**config.mk**
```make
export PLATFORM = sky130hd
export DESIGN_NAME = product_accumulator_flat
export DESIGN_NICKNAME = d
export VERILOG_FILES = /design/src/rtl/product_acc_pkg.sv /design/src/rtl/product_accumulator_if.sv /design/src/rtl/acc_sat_add.sv /design/src/rtl/product_accumulator.sv /design/src/flat_wrapper.sv
export SDC_FILE = /design/constraint.sdc
export NUM_CORES = 1
export LEC_CHECK = 0
export BUFFER_PORTS_ARGS = -buffer_cell sky130_fd_sc_hd__buf_2
export CORE_AREA = 2 2 59 61
export DETAILED_ROUTE_END_ITERATION = 16
export DIE_AREA = 0 0 61 63
export SETUP_SLACK_MARGIN = 0.1
export SLEW_MARGIN = 10
export SYNTH_ARGS = -nofsm -noshare
export SYNTH_HDL_FRONTEND = slang
export SYNTH_HIERARCHICAL = 1
export SYNTH_SLANG_ARGS = --single-unit
```
**constraint.sdc**
```tcl
create_clock -name clk -period 3.15 [get_ports clk]
set_clock_uncertainty 0.15 [all_clocks]
set_input_delay 0.63 -clock clk [delete_from_list [all_inputs] [get_ports clk]]
set_output_delay 0.63 -clock clk [all_outputs]
set_load 0.05 [all_outputs]
```
**src/rtl/product_acc_pkg.sv**
```systemverilog
// product_acc_pkg: shared state encoding and term width for product_accumulator (saturation via ACC_SATURATE_EN).
package product_acc_pkg;
  typedef enum logic {ACCUM = 1'b0, HOLD = 1'b1} state_e;
  localparam int PROD_W = 7;
endpackage

```
**src/rtl/product_accumulator_if.sv**
```systemverilog
// product_accumulator_if: term input, result output and flush bundle; master drives terms, slave is the accumulator.
interface product_accumulator_if import product_acc_pkg::*; #(parameter int ACC_W = 12);
  logic flush;
  logic in_valid;
  logic in_ready;
  logic [PROD_W-2:0] product;
  logic product_cout;
  logic out_valid;
  logic out_ready;
  logic [ACC_W-1:0] acc_out;
  logic overflow;
  modport master (output flush, in_valid, product, product_cout, out_ready,
                  input in_ready, out_valid, acc_out, overflow);
  modport slave (input flush, in_valid, product, product_cout, out_ready,
                 output in_ready, out_valid, acc_out, overflow);
endinterface

```
**src/rtl/acc_sat_add.sv**
```systemverilog
// acc_sat_add: accumulator + term adder with carry; clamps to all-ones when ACC_SATURATE_EN is defined, wraps otherwise.
module acc_sat_add import product_acc_pkg::*; #(parameter int ACC_W = 12) (
  input  logic [ACC_W-1:0]  acc,
  input  logic [PROD_W-1:0] term,
  output logic [ACC_W-1:0]  sum,
  output logic              carry
);
  logic [ACC_W:0] raw;
  assign raw = {1'b0, acc} + (ACC_W+1)'(term);
  assign carry = raw[ACC_W];
`ifdef ACC_SATURATE_EN
  assign sum = carry ? '1 : raw[ACC_W-1:0];
`else
  assign sum = raw[ACC_W-1:0];
`endif
endmodule

```
**src/rtl/product_accumulator.sv**
```systemverilog
// product_accumulator: sums TERMS multiplier products per result behind valid/ready ports.
// Wrap vs clamp on overflow selected by ACC_SATURATE_EN in acc_sat_add.
module product_accumulator import product_acc_pkg::*; #(
  parameter int TERMS = 8,
  parameter int ACC_W = 12
) (
  input logic clk,
  input logic rst_n,
  product_accumulator_if.slave b
);
  localparam int CW = $clog2(TERMS);
  state_e state_q, state_d;
  logic [CW-1:0] cnt_q, cnt_d;
  logic [ACC_W-1:0] acc_q, acc_d, sum;
  logic ovf_q, ovf_d, carry;
  logic acc_fire, out_fire, clr, last;
  acc_sat_add #(.ACC_W(ACC_W)) u_add (
    .acc(acc_q),
    .term({b.product_cout, b.product}),
    .sum(sum),
    .carry(carry)
  );
  assign acc_fire = state_q == ACCUM && b.in_valid;
  assign out_fire = state_q == HOLD && b.out_ready;
  assign clr = b.flush || out_fire;
  assign last = cnt_q == CW'(TERMS - 1);
  // flush outranks any handshake offered in the same cycle
  always_comb begin
    state_d = clr ? ACCUM : (acc_fire && last) ? HOLD : state_q;
    acc_d = clr ? '0 : acc_fire ? sum : acc_q;
    cnt_d = clr ? '0 : acc_fire ? cnt_q + CW'(1) : cnt_q;
    ovf_d = clr ? 1'b0 : acc_fire ? ovf_q | carry : ovf_q;
  end
  always_ff @(posedge clk) begin
    if (!rst_n) begin
      state_q <= ACCUM;
      acc_q <= '0;
      cnt_q <= '0;
      ovf_q <= 1'b0;
    end else begin
      state_q <= state_d;
      acc_q <= acc_d;
      cnt_q <= cnt_d;
      ovf_q <= ovf_d;
    end
  end
  assign b.in_ready = state_q == ACCUM;
  assign b.out_valid = state_q == HOLD;
  assign b.acc_out = acc_q;
  assign b.overflow = ovf_q;
endmodule

```
**src/flat_wrapper.sv**
```systemverilog
// flat-port wrapper written by rule: the top's interface ports become plain ports
module product_accumulator_flat import product_acc_pkg::*;
#(
  parameter int TERMS = 8,
  parameter int ACC_W = 12
)
  (clk, rst_n, b_flush, b_in_valid, b_product, b_product_cout, b_out_ready, b_in_ready, b_out_valid, b_acc_out, b_overflow);
  product_accumulator_if #(.ACC_W(ACC_W)) b_i ();
  input logic clk;
  input logic rst_n;
  input wire logic [$bits(b_i.flush)-1:0] b_flush;
  input wire logic [$bits(b_i.in_valid)-1:0] b_in_valid;
  input wire logic [$bits(b_i.product)-1:0] b_product;
  input wire logic [$bits(b_i.product_cout)-1:0] b_product_cout;
  input wire logic [$bits(b_i.out_ready)-1:0] b_out_ready;
  output wire logic [$bits(b_i.in_ready)-1:0] b_in_ready;
  output wire logic [$bits(b_i.out_valid)-1:0] b_out_valid;
  output wire logic [$bits(b_i.acc_out)-1:0] b_acc_out;
  output wire logic [$bits(b_i.overflow)-1:0] b_overflow;
  assign b_i.flush = b_flush;
  assign b_i.in_valid = b_in_valid;
  assign b_i.product = b_product;
  assign b_i.product_cout = b_product_cout;
  assign b_i.out_ready = b_out_ready;
  assign b_in_ready = b_i.in_ready;
  assign b_out_valid = b_i.out_valid;
  assign b_acc_out = b_i.acc_out;
  assign b_overflow = b_i.overflow;
  product_accumulator #(.TERMS(TERMS), .ACC_W(ACC_W)) u_core (.clk(clk), .rst_n(rst_n), .b(b_i));
endmodule
```
==> run_results.csv, run 1 <==
group,metric,value,unit
critical_path,cpMaxStageDelayCell,"fa_1",
clock_network,clk_pin_slew,0.11,ns
logic_synthesis,ys_ff_latch,17,
global_route,use_met2,0.230,
logic_synthesis,synth_cells,132,
clock_network,cts_root_buffer,"clkbuf_4",
route,vias_per_cell,4.72,
timing,timing.fmax,437,MHz
critical_path,crit_fanout,4,
timing,tns,0,ns
clock_network,cts_max_level,1,
critical_path,arrival,2.32,ns
logic_synthesis,netlist_area,1080,um^2
critical_path,cp_top_family,"compound AO/OA/AOI/OAI gates",
logic_synthesis,yosys.cell_count.top_type,"nand2_1",
route,drt.antenna.violating_nets,0,
floorplanning,die_w,61,um
clock_network,cts_resized,0,
clock_network,clockBufferDepth,2,
critical_path,crit_required,3.18,ns
clock_network,cts_tree,"done",
run,max_cap_violations,0,
logic_synthesis,async_reset_ff_frac,0,
placed_design,io_buffers,26,
global_route,track_usage,0.144,
logic_synthesis,synthTopCellsByArea,"dfxtp_1 32%, nand2_1 11%, ha_1 10%",
route,vias,967,
logic_synthesis,synth_common_cells,"31 x nand2_1, 22 x a21oi_1, 17 x dfxtp_1, 9 x ha_1, 6 x xnor2_1",
route,drc,0,
timing,finalCriticalPeriod,2.29,ns
logic_synthesis,syn_nets,154,
floorplanning,num_rows,21,
critical_path,cp_num_buf_inv,1,
critical_path,critPathLaunchType,"input pin",
placed_design,dp.cells,201,
placed_design,place_hpwl,1700,um
global_route,overflow,0,
critical_path,cp_cell_sequence,"buf_2 > ha_1 > fa_1 > a211o_2 > a21oi_4 > o21a_4 > o211ai_2 > nand2_1 > a21oi_1",
placed_design,globalplace.congestion,0.837,
timing,worst_slew_pin_slew,0.594,ns
global_route,grt_pass1_wl,4210,um
clock_network,cts_setup_buffers,0,
placed_design,placed_area,1240,um^2
clock_network,cts.sinks,17,
floorplanning,coreArea,3230,um^2
floorplanning,io_pins,27,
route,wl_per_cell,11.4,um
timing,maxSlewViolCount,0,
timing,finalHoldViolations,0,
global_route,met1_usage,0.181,
cells_and_area,syn_to_final_growth,18.0,%
cells_and_area,final_cell_area,1270,um^2
critical_path,max_stage_delay,0.43,ns
cells_and_area,fin_cells,205,
cells_and_area,nets,182,
timing,relSlewSlack,0.604,
logic_synthesis,syn_area_per_cell,8.15,um^2
route,drt_first_pass_iters,4,
global_route,antenna_found_initial,0,
cells_and_area,drive_above_1_share,0.233,
route,first_iter_violations,19,
pwr,max-vdd-ir-drop,0.128,mV
clock_network,cts_hold_buf,0,
global_route,grt-busiest-layer,"met2",
timing,final-setup-viol-count,0,
global_route,grt_pass1_vias,939,
pwr,p_leak,0.549,nW
critical_path,crit_type,"in -> reg",
logic_synthesis,ys_types,29,
logic_synthesis,synth_area_leader_cell,"dfxtp_1",
floorplanning,die-area,3840,um^2
logic_synthesis,yosys_warnings,6,
timing,timing.final.crit_share,0.727,
clock_network,clkLatencyLatePin,0.30,ns
clock_network,cts_buffers,3,
route,drt-total-wl,2340,um
logic_synthesis,ys_seq_area_frac,0.316,
floorplanning,die_h,63,um
pwr,powerDensity,344,nW/um^2
global_route,gr-usage-met3,0.0269,
worst_hold_path,hp-class,"reg -> reg",
critical_path,worst_setup_path_end_kind,"register",
logic_synthesis,yosys_most_used_dff,"dfxtp_1",
outcome,status,"completed",
global_route,grt_max_degree,18,
logic_synthesis,synth_edf_count,0,
logic_synthesis,synth_top_area_frac,0.316,
floorplanning,start_util,0.333,
timing,rsz0062_at_grt,"false",
cells_and_area,num_antenna_cells,0,
[sequential cells by signal, summed over array words and instances (netlist names)]
name,cells
u_core/b.out_valid,1
u_core/cnt_q,3
u_core/b.overflow,1
u_core/b.acc_out,12
[worst reg2reg max path: cells and delay by family, from the launching register on]
family                   cells  cell delay [ns]
adder cells (fa/ha/maj)      2             0.67
AND/OR/NAND/NOR              1             0.07
AO/OA/AOI/OAI                5             0.87
flip-flops                   1             0.34
[cells by family after synthesis]
kind of cell,Yosys count,share of synthesized area
and+or+nand+nor,51,0.220
buffers and inverters,7,0.0360
DFF,17,0.316
adders and majority gates,10,0.123
AOI/OAI and AO/OA,39,0.240
xor gates and xnor gates,8,0.0651
[cells in the final DEF, fill, tap and decap left out, types with 2 or more instances in the layout]
master and n:
o21ai_0 4, nand3_1 2, dfxtp_1 17, ha_1 9, a21oi_1 22, o211ai_2 2
xor2_1 2, xnor2_1 6, a211oi_1 2, nand2_1 31, clkbuf_4 3, nor2_1 5
inv_1 3, o211ai_1 2, nand4_1 2, nor3b_1 4, nand2b_1 4, buf_2 26
[layer usage]
layer  vias up  part of all wire
li1        510                 -
met1       433              0.48
met2        19              0.47
met3         5             0.033
met4         0             0.024
met5         -                 0
[through the flow]
stage	total power, mW	worst slack, ns	utilization	hold WS, ns
global route	0.463	0.786	0.393	0.349
global placement	0.315	0.583	0.385	0.296
finish	0.437	0.860	0.393	0.322
floorplan	0.296	0.774	-	0.290
CTS	0.444	0.870	0.393	0.328
detailed placement	0.317	0.539	0.385	0.312
[report_power, final]
part           switching [mW]  internal, mW  leakage, nW  total (mW)
registers             0.00376         0.220        0.138       0.223
clock network          0.0755        0.0494       0.0150       0.125
logic                  0.0563        0.0323        0.396      0.0886
total                   0.135         0.301        0.549       0.437
[cell type report]
| cell class | count | area (um^2) |
|---|---|---|
| clock buffer | 4 | 26.3 |
| fill | 340 | 1960 |
| inverter | 3 | 11.3 |
| multi-input combinational | 108 | 697 |
| sequential | 17 | 340 |
| tap | 46 | 57.6 |
| timing repair buffer | 27 | 138 |
[worst paths after layout]
check	startpoint	end	slack, ns	cells after the start
min	u_core/cnt_q[1]$_SDFFE_PP0P_	u_core/cnt_q[1]$_SDFFE_PP0P_	0.32	2
min reg2reg	u_core/cnt_q[1]$_SDFFE_PP0P_	u_core/cnt_q[1]$_SDFFE_PP0P_	0.32	2
max reg2reg	u_core/b.acc_out[0]$_SDFFE_PP0P_	u_core/b.acc_out[10]$_SDFFE_PP0P_	0.92	8
max	b_product[0]	u_core/b.acc_out[10]$_SDFFE_PP0P_	0.86	9
No activity file was read; power rests on OpenSTA's default activity.
==> inputs of run 2 (changes only) <==
Settings changed: ABC_AREA set to 1, CORE_AREA 2 2 59 61 to 2 2 65 67, DIE_AREA 0 0 61 63 to 0 0 67 69.
Clock period 3.15 ns to 1.9 ns, I/O delays scaled along.
==> run 2 against run 1 <==
Against the previous run: flip-flop and latch count unchanged; non-clock buffer count up 6; utilization up 2.7 points; via count rose by 28%; largest power group unchanged; sequential share of layout area shrank 5.4 points; critical path depth rose by 1.
==> run_results.csv, run 2 <==
group,metric,value,unit
route,drc,0,
critical_path,cp_cell_sequence,"ha_4 > fa_2 > nand3_2 > nand3_2 > nand2_2 > nand2_2 > nand3_2 > nand2_2 > nand3_2 > a21oi_1",
floorplanning,io_pins,27,
pwr,fin_total_pwr,0.848,mW
pwr,comb_power_share,0.212,
logic_synthesis,ys_seq_area_frac,0.255,
critical_path,worst_setup_path_end_kind,"register",
pwr,p_switching,0.270,mW
timing,timing.final.crit_share,0.942,
critical_path,cp_num_buf_inv,0,
global_route,antenna_found_initial,0,
clock_network,cts.sinks,17,
cells_and_area,nets,241,
floorplanning,num_rows,23,
logic_synthesis,synth_common_cells,"46 x nand2_1, 27 x nand3_1, 23 x inv_1, 17 x dfxtp_1, 14 x nand2_2",
logic_synthesis,synthTopCellsByArea,"dfxtp_1 26%, nand2_1 13%, nand3_1 10%",
cells_and_area,final_common_cell,"nand2_1",
route,vias,1234,
cells_and_area,final_cell_area,1640,um^2
route,first_iter_violations,38,
logic_synthesis,yosys.cell_count.top_type,"nand2_1",
global_route,track_usage,0.144,
clock_network,cts_max_level,1,
clock_network,cts_hold_buf,0,
critical_path,max_stage_delay,0.37,ns
floorplanning,coreArea,3910,um^2
run,max_cap_violations,0,
cells_and_area,syn_to_final_growth,23.3,%
cells_and_area,largest_reg_flops,12,
floorplanning,start_util,0.340,
cells_and_area,fillers,452,
timing,relSlewSlack,0.798,
critical_path,cp-startpoint,"u_core/b.acc_out[0]$_SDFFE_PP0P_",
logic_synthesis,ys_types,24,
cells_and_area,num_antenna_cells,0,
logic_synthesis,synth_edf_count,0,
logic_synthesis,syn_area_per_cell,7.16,um^2
floorplanning,die-area,4620,um^2
logic_synthesis,syn_nets,208,
pwr,p_leak,0.751,nW
timing,finalCriticalPeriod,1.79,ns
timing,maxSlewViolCount,0,
logic_synthesis,yosys_warnings,6,
placed_design,io_buffers,26,
logic_synthesis,synth_top_area_frac,0.255,
logic_synthesis,netlist_area,1330,um^2
critical_path,critPathLaunchType,"register",
worst_hold_path,hp-class,"reg -> reg",
critical_path,reg2reg_from,"u_core/b.acc_out[0]$_SDFFE_PP0P_",
clock_network,clk_pin_slew,0.08,ns
critical_path,cp_top_family,"simple AND/OR/NAND/NOR gates",
pwr,clkPwrFrac,0.349,
timing,fin_ws,0.110,ns
route,drt_first_pass_iters,4,
critical_path,arrival,1.79,ns
critical_path,r2r-end,"u_core/b.acc_out[10]$_SDFFE_PP0P_",
cells_and_area,layout_common_cells,"41 x nand2_1, 26 x buf_2, 23 x inv_1",
critical_path,cpMostUsedCell,"nand3_2",
logic_synthesis,synth_cells,186,
logic_synthesis,synth_area_leader_cell,"dfxtp_1",
outcome,status,"completed",
logic_synthesis,synthSimpleGateAreaFrac,0.395,
timing,timing.fmax,559,MHz
pwr,p_seq_frac,0.439,
route,drt.antenna.violating_nets,0,
timing,final-setup-viol-count,0,
logic_synthesis,synth_fa_ha_area_frac,0.0995,
logic_synthesis,synth_mux_area_frac,0,
route,drt-total-wl,3070,um
pwr,netSwitchingFraction,0.319,
cells_and_area,multi_input_area,907,um^2
timing,rsz0062_at_grt,"true",
logic_synthesis,yosys_most_used_dff,"dfxtp_1",
logic_synthesis,async_reset_ff_frac,0,
floorplanning,die_h,69,um
clock_network,clkLatencyLatePin,0.26,ns
clock_network,cts_buffers,3,
pwr,powerDensity,516,nW/um^2
timing,tns,0,ns
clock_network,clockBufferDepth,2,
critical_path,cp_num_cells,10,
logic_synthesis,synth_compound_area_frac,0.111,
global_route,grt_max_degree,18,
clock_network,cts_tree,"done",
floorplanning,die_w,67,um
pwr,max-vdd-ir-drop,0.374,mV
critical_path,crit_fanout,3,
placed_design,place_hpwl,2330,um
critical_path,crit_type,"reg -> reg",
critical_path,crit_required,1.90,ns
global_route,overflow,0,
timing,worst_slew_pin_slew,0.303,ns
critical_path,crit_end,"u_core/b.acc_out[10]$_SDFFE_PP0P_",
placed_design,post-place-ws,-0.0540,ns
route,wl_per_cell,11.5,um
logic_synthesis,synth_top_family_by_area,"simple AND/OR/NAND/NOR gates",
clock_network,cts_root_buffer,"clkbuf_8",
logic_synthesis,ys_ff_latch,17,
critical_path,reg2reg_slack,0.11,ns
pwr,intPower,0.578,mW
critical_path,cpMaxStageDelayCell,"fa_2",
global_route,grt_pass1_vias,1172,
cells_and_area,drive_above_1_share,0.431,
critical_path,reg2regPathDepth,10,
route,vias_per_cell,4.60,
placed_design,placed_area,1520,um^2
logic_synthesis,synth_xor_area_frac,0.0263,
global_route,grt_pass1_wl,5330,um
timing,finalHoldViolations,0,
cells_and_area,seqCellArea,352,um^2
placed_design,globalplace.congestion,0.831,
-- run 2: cell count changes in the layout (fill, tap and decap cells not counted), sizes merged, moves of 2 or more --
cell / change
nand2: +30
nand3: +30
nor2: +5
o211ai: -4
a21oi: -4
o21ai: -4
buf: +6
nor3b: -4
a211oi: -2
nand2b: -4
o21a: -2
inv: +21
xnor2: -5
-- run 2: cell type report --
type,instances,share of cell area
timing repair buffer,33,0.111
clock inverter,1,0.00457
sequential,17,0.214
inverter,24,0.0548
tap,50,0.0381
multi-input combinational,140,0.552
clock buffer,3,0.0251
-- run 2: per-stage QoR --
step / util / hold WS, ns / instances
after detailed placement: 0.388 / 0.294 / 262
after global routing: 0.420 / 0.335 / 268
after CTS: 0.402 / 0.306 / 266
after global placement: 0.388 / 0.294 / 262
final: 0.420 / 0.301 / 268
after floorplan: - / 0.293 / 186
-- run 2: kinds of logic after synthesis --
kind of cell	count (synthesis)
AND/OR/NAND/NOR	106
buffers and inverters	29
AO/OA/AOI/OAI	20
flip-flops	17
adder cells (fa/ha/maj)	10
XOR/XNOR	4
-- run 2: metal layers --
layer	GRT usage	part of all wire	routed length (um)	up-vias
li1	-	-	-	664
met1	0.201	0.50	1550	544
met3	0.0343	0.046	142	3
met2	0.228	0.44	1360	23
met5	0	0	0	-
met4	0.0204	0.0059	18	0
-- run 2: worst register-to-register path, delay by kind of cell, from the launching register on --
kind / cells / cell delay, ns
and+or+nand+nor: 7 / 0.58
DFF: 1 / 0.36
adders and majority gates: 2 / 0.54
AOI/OAI and AO/OA: 1 / 0.06
-- run 2: worst min-delay path by stage --
stage	from	to	slack (ns)	cells past startpoint
6_report	u_core/b.overflow$_SDFFE_PP0P_	u_core/b.overflow$_SDFFE_PP0P_	0.30	2
4_1_cts	u_core/b.overflow$_SDFFE_PP0P_	u_core/b.overflow$_SDFFE_PP0P_	0.31	2
3_5_place_dp	u_core/b.overflow$_SDFFE_PP0P_	u_core/b.overflow$_SDFFE_PP0P_	0.29	2
3_3_place_gp	u_core/b.overflow$_SDFFE_PP0P_	u_core/b.overflow$_SDFFE_PP0P_	0.29	2
5_1_grt	b_in_valid	u_core/b.acc_out[1]$_SDFFE_PP0P_	0.33	3
2_1_floorplan	u_core/cnt_q[1]$_SDFFE_PP0P_	u_core/cnt_q[1]$_SDFFE_PP0P_	0.29	2
-- run 2: what timing repair did --
item,CTS,global route
endpoints found under the setup margin,3,8
pin swaps,0,10
buffers inserted,0,2
resized for setup,1,14
-- run 2: power by group through the flow --
stage                     Combinational [mW]  Sequential, mW  Clock [mW]
final                                  0.179           0.372       0.296
after global routing                   0.201           0.374       0.322
after CTS                              0.173           0.372       0.312
after detailed placement               0.172           0.381           0
after global placement                 0.170           0.380           0
after floorplan                        0.112           0.402           0
